### src/rtl/mult_pkg.sv
// Shared constants and golden product function for the array multiplier.
package mult_pkg;

  localparam int MULT_WIDTH_DEFAULT = 2;
  localparam int MULT_WIDTH_MAX     = 8;

  function automatic logic [2*MULT_WIDTH_MAX-1:0] mult_ref(
    input logic [MULT_WIDTH_MAX-1:0] a,
    input logic [MULT_WIDTH_MAX-1:0] b
  );
    return (2*MULT_WIDTH_MAX)'(a) * (2*MULT_WIDTH_MAX)'(b);
  endfunction

endpackage

### src/rtl/mult_cla_adder.sv
// N-bit carry-lookahead adder; purely combinational, no flow control.
module mult_cla_adder
  import mult_pkg::*;
#(
  parameter int N = MULT_WIDTH_DEFAULT
) (
  input  logic [N-1:0] x,
  input  logic [N-1:0] y,
  input  logic         cin,
  output logic [N-1:0] sum,
  output logic         cout
);

  logic [N-1:0] g;
  logic [N-1:0] p;
  logic [N:0]   c;
  logic         term;

  assign g = x & y;
  assign p = x ^ y;

  // Each carry is a flat sum of generate terms propagated to it, so no carry waits on another.
  always_comb begin
    c    = '0;
    term = 1'b0;
    c[0] = cin;
    for (int i = 0; i < N; i++) begin
      term = cin;
      for (int k = 0; k <= i; k++) term = term & p[k];
      c[i+1] = term;
      for (int j = 0; j <= i; j++) begin
        term = g[j];
        for (int k = j + 1; k <= i; k++) term = term & p[k];
        c[i+1] = c[i+1] | term;
      end
    end
  end

  assign sum  = p ^ c[N-1:0];
  assign cout = c[N];

endmodule

### src/rtl/mult_array_reg.sv
// Unsigned WIDTH x WIDTH array multiplier, registered product; latency 1 (2 with MULT_INPUT_REG_EN).
// Accepts one operand pair per cycle, never stalls; s holds while in_valid is low.
module mult_array_reg
  import mult_pkg::*;
#(
  parameter int WIDTH = MULT_WIDTH_DEFAULT
) (
  input  logic               clk,
  input  logic               rst,
  input  logic [WIDTH-1:0]   a,
  input  logic [WIDTH-1:0]   b,
  input  logic               in_valid,
  output logic [2*WIDTH-1:0] s,
  output logic               out_valid
);

  logic [WIDTH-1:0]   op_a;
  logic [WIDTH-1:0]   op_b;
  logic               op_vld;
  logic [2*WIDTH-1:0] prod;
  logic [2*WIDTH-1:0] s_d, s_q;
  logic               out_vld_d, out_vld_q;

`ifdef MULT_INPUT_REG_EN
  logic [WIDTH-1:0] a_q, b_q;
  logic             in_vld_q;

  always_ff @(posedge clk) begin
    if (rst) begin
      a_q      <= '0;
      b_q      <= '0;
      in_vld_q <= 1'b0;
    end else begin
      a_q      <= a;
      b_q      <= b;
      in_vld_q <= in_valid;
    end
  end

  assign op_a   = a_q;
  assign op_b   = b_q;
  assign op_vld = in_vld_q;
`else
  assign op_a   = a;
  assign op_b   = b;
  assign op_vld = in_valid;
`endif

  // Row i adds partial product i to the upper WIDTH bits of row i-1; the dropped LSB is final.
  for (genvar gi = 0; gi < WIDTH; gi++) begin : g_row
    logic [WIDTH-1:0] pp;
    logic [WIDTH:0]   acc;

    assign pp = op_a & {WIDTH{op_b[gi]}};

    if (gi == 0) begin : g_first
      assign acc = {1'b0, pp};
    end else begin : g_add
      mult_cla_adder #(.N(WIDTH)) u_row (
        .x    (g_row[gi-1].acc[WIDTH:1]),
        .y    (pp),
        .cin  (1'b0),
        .sum  (acc[WIDTH-1:0]),
        .cout (acc[WIDTH])
      );
    end

    if (gi < WIDTH - 1) begin : g_lsb
      assign prod[gi] = acc[0];
    end
  end

  assign prod[2*WIDTH-1:WIDTH-1] = g_row[WIDTH-1].acc;

  always_comb begin
    s_d       = s_q;
    out_vld_d = 1'b0;
    if (op_vld) begin
      s_d       = prod;
      out_vld_d = 1'b1;
    end
  end

  always_ff @(posedge clk) begin
    if (rst) begin
      s_q       <= '0;
      out_vld_q <= 1'b0;
    end else begin
      s_q       <= s_d;
      out_vld_q <= out_vld_d;
    end
  end

  assign s         = s_q;
  assign out_valid = out_vld_q;

endmodule

### config.mk
export PLATFORM = sky130hd
export DESIGN_NAME = mult_array_reg
export DESIGN_NICKNAME = d
export VERILOG_FILES = /design/src/rtl/mult_pkg.sv /design/src/rtl/mult_cla_adder.sv /design/src/rtl/mult_array_reg.sv
export SDC_FILE = /design/constraint.sdc
export NUM_CORES = 1
export LEC_CHECK = 0
export BUFFER_PORTS_ARGS = -buffer_cell sky130_fd_sc_hd__buf_4
export CORE_AREA = 2 2 39 41
export DETAILED_ROUTE_END_ITERATION = 7
export DIE_AREA = 0 0 41 43
export HOLD_SLACK_MARGIN = 0.12
export SLEW_MARGIN = 20
export SYNTH_ARGS = -nofsm -noshare
export SYNTH_HDL_FRONTEND = slang
export SYNTH_SLANG_ARGS = --single-unit
### constraint.sdc
create_clock -name clk -period 1.16 [get_ports clk]
set_input_delay 0.116 -clock clk [delete_from_list [all_inputs] [get_ports clk]]
set_output_delay 0.116 -clock clk [all_outputs]
set_load 0.05 [all_outputs]
======== Word-level counts from Yosys, hierarchy flattened ========
Index checks and enable logic that the tools add are counted.
word-level totals
  logic and storage cells ................. 10
  bits of input ports ..................... 7
  register bits after elaboration ......... 5
operators by class
  multiplexer cells ....................... 1
  bitwise gates (word level) .............. 7
operators with widths
  operator                    number
  AND 2 bit                   2
  AND 1 x 2 -> 2 bit          1
  bitwise XOR 1 x 2 -> 2 bit  1
  bitwise XOR 2 bit           1
  AND 1 bit                   1
  2-to-1 mux 1 bit            1
  OR 1 bit                    1

======== Depth between registers and ports, before layout ========
  depth after elaboration ................. 4
  gate-level depth with buffers ........... 5
  gate-level depth less buffers ........... 5

======== Cells and area by module ========
From an unflattened synthesis, not the netlist that was laid out.
second synthesis, totals
  cell total of the unflattened synthesis .. 31
  area total of the unflattened synthesis .. 301.5 sq um
modules (own cells, without submodules)
  module          area each (sq um)  sequential area each (sq um)  instances  cells an instance
  mult_array_reg  209.0              100.1                         1          20
  mult_cla_adder  92.6               0.0                           1          11

======== Worst setup path before layout ========
Ideal clock, no wire load.
  path kind ............................... input-to-reg
  start ................................... input b[0]
  end ..................................... register s_q[2], in the netlist s[2]
  required time ........................... 1.044 ns
  setup slack ............................. 0.184 ns
  library setup time ...................... 0.116 ns
  stages .................................. 5
  arrival ................................. 0.860 ns
  buffers on the path ..................... 0
  cells stage by stage .................... and2_1 ha_1 ha_1 mux2i_1 nor2_1
on the way
  cells in the longest elaborated chain, start to end .. 3
ends and longest elaborated chain
  element               line                  text
  start, declared       mult_array_reg.sv:11  input logic [WIDTH-1:0] b,
  AND 2 bit             mult_array_reg.sv:54  assign pp = op_a & {WIDTH{op_b[gi]}};
  AND 1 x 2 -> 2 bit    mult_cla_adder.sv:19  assign g = x & y;
  bitwise XOR 2 bit     mult_cla_adder.sv:39  assign sum = p ^ c[N-1:0];
  net g_row[1].acc[1]   mult_array_reg.sv:52  logic [WIDTH:0] acc;
  end signal, assigned  mult_array_reg.sv:86  s_q <= '0;
  end signal, assigned  mult_array_reg.sv:89  s_q <= s_d;
  end, declared         mult_array_reg.sv:21  logic [2*WIDTH-1:0] s_d, s_q;
The timed path passes the listed nets, and every way through them passes these cells.
A chain may end at the register's enable or synchronous reset.

======== Worst setup path in the final report ========
  start ................................... register s_q[0], in the netlist s[0]
  end ..................................... output s[0]
RTL lines
  element        line                  text
  end, declared  mult_array_reg.sv:13  output logic [2*WIDTH-1:0] s,
No word-level cell between the ends.

==> summary.md <==
| Metric | Value |
|---|---|
| Outcome | `finished clean` |
| Port Buf Inserts | `11` |
| Slew HR | `91.84%` |
| Final WS setup | `0.2104 ns` |
| DIE AREA | `1763 um2` |
| Hold Crit Class | `input port to register` |
| Initial core utilization | `16.64%` |
| CP peak stage delay | `0.37 ns` |
| FMAX | `1053 MHz` |
| Post-synthesis xor/xnor area fraction | `0%` |
| Fin Hold WS | `0.1530 ns` |
| Post-route cell area | `357.8 um2` |
| PwrDens | `1318 nW/um2` |
| DR pass1 iterations | `4` |
| First-pass GRT wire length | `669 um` |
| Share of cells above drive strength 1 | `44.44%` |
| Most frequent cells in the layout | `11 x buf_4, 5 x dfxtp_1` |
| Min cycle time layout | `0.9496 ns` |
| Layout area overhead | `55.43%` |
| Tcrit/Tclk final | `81.86%` |
| Synthesized net count | `30` |
| CP max-delay cell | `dfxtp_1` |
| Critical Path Fanout Max | `2` |
| Synth Area in Compound Gates | `3.804%` |
| Die X | `41 um` |
| Critical Path Stages | `1` |
| Ys Warns | `0` |
| Die Y-Extent | `43 um` |
| Post-Syn Instances | `21` |
| Number of setup violations in the final report | `0` |
| Post-synthesis simple-gate area fraction | `23.91%` |
| Number of diodes | `0` |
| Root buffer cell | `clkbuf_4` |
| Worst Path Arrival | `0.83 ns` |
| Place WS | `0.02879 ns` |
| Cts repair resizes | `0` |
| Worst Path Required | `1.04 ns` |
| Seq/Total Area, Yosys | `43.48%` |
| Critical path capture point type | `output pin` |
| Largest net degree at the start of global routing | `7` |
| Post-CTS Setup Repair Bufs | `0` |
| Clock transition at path regs | `0.04 ns` |
| Static leakage | `0.1766 nW` |
| Final nets | `46` |
| Final ANT Viol Nets | `0` |
| Dominant cell type by area after synthesis | `dfxtp_1` |
| Critical path type | `register to output pin` |
| Final setup TNS | `0 ns` |
| 1st-iter DRT viols | `2` |
| Drt drc | `0` |
| Mapped cell area | `230.2 um2` |
| Startpoint types | `register` |
| Total track usage | `6.526%` |
| Family with the most delay on the worst path | `flip-flops` |
| Synth Area in Adders | `10.87%` |
| Clock Path Buffers | `2` |
| WL/cell | `8.404 um` |
| Overall power | `0.4717 mW` |
| Vias/cell | `3.577` |
| DP Wirelength | `337.5 um` |
| Core Area | `1384 um2` |
| WL final | `437 um` |
| # hold bufs at CTS | `1` |
| Largest family of logic cells by synthesized area | `simple AND/OR/NAND/NOR gates` |
| Post-synthesis mux area share | `13.04%` |
| Avg Synthesized Cell Area | `10.96 um2` |
| Initial antenna violation count | `0` |
| Bufs and invs on worst path | `1` |
| Most common cell after layout, fill and taps aside | `buf_4` |
| Clock sink count | `5` |
| Synth cell types | `10` |
| Critical-path cell list | `buf_4` |
| Max-slew violation count | `0` |
| GPL Wtd Cong | `0.6781` |
| Actual slew at the worst max-slew pin | `0.1191 ns` |
| Top-area cell type share of the netlist area | `43.48%` |
| Ranking of synthesized cells by area | `dfxtp_1 43%, mux2i_1 13%, ha_1 11%` |
| Worst-skew pair later-pin latency | `0.24 ns` |
| Area of placed instances | `321.6 um2` |
| Worst R2R Path Depth | `2` |
| RSZ-0062 raised after global routing | `false` |
| Cell Rows | `14` |
| IR drop worst, VDD | `0.0005062 V` |
| Max-cap violation count | `0` |
| TritonCTS clock tree | `yes` |
| Synth Register Bits | `5` |
| Hold path cells | `2` |
| Worst-case clock skew | `0 ns` |
| Layout filler cell count | `151` |
| Vias in the first global route | `162` |
| Global route overflow | `0` |
| Hold Vio Cnt, Final | `0` |
| TritonCTS Buffers | `3` |
| Max H-tree Level | `1` |
| IO Count | `12` |
| Vias | `186` |
final timing paths:
kind / to / slack [ns] / startpoint
worst max-delay path: s[0] / 0.21 / s[0]
worst min-delay path: out_valid / 0.15 / in_valid
worst max register to register: s[0] / 0.57 / s[0]
worst min register to register: s[0] / 0.48 / s[0]
state kept, by name, summed over array words and instances, names as in the netlist:
| name | cells |
|---|---|
| s | 4 |
| out_valid | 1 |
cells by family (layout without fill, tap and decap cells):
group | after synthesis | after routing
compound gates | 1 | 1
fa+ha+maj | 2 | 2
buf+inv | 1 | 16
flops | 5 | 5
mux | 3 | 3
simple gates | 9 | 9
power breakdown:
group	internal, mW	leakage [nW]	switching [mW]
registers	0.180	0.0409	0.00416
clock network	0.130	0.0150	0.0744
logic	0.0378	0.121	0.0451
cell usage after synthesis, drive strengths merged:
master,instances
dfxtp,5
and2,3
buf,1
a21oi,1
ha,2
nor2b,1
nand2b,1
nor2,3
nand3,1
mux2i,3
area by class of cell:
cell class	instances	area [um2]	share of cell area, %
tap	16	20.02	5.594
timing repair buffer	12	92.59	25.87
clock buffer	4	26.28	7.343
multi-input combinational	15	118.9	33.22
sequential	5	100.1	27.97
metal layers:
layer	track usage, %	vias to the layer above	wire length (um)
met3	7.853	0	42
met4	2.000	0	0
met2	8.438	8	219
met5	0	-	0
li1	-	98	-
met1	6.431	80	175
metrics by stage:
stage | cells | util [%]
after floorplan | 21 | -
after global placement | 47 | 23.24
after detailed placement | 47 | 23.24
after CTS | 52 | 25.86
after global routing | 52 | 25.86
final | 52 | 25.86
worst register-to-register path: cells and delay by family, from the launching register on:
kind | cells | cell delay, ns
DFF | 1 | 0.37
and+or+nand+nor | 1 | 0.06
AOI/OAI and AO/OA | 1 | 0.10
Note: power is estimated with default switching activity, not from simulation.
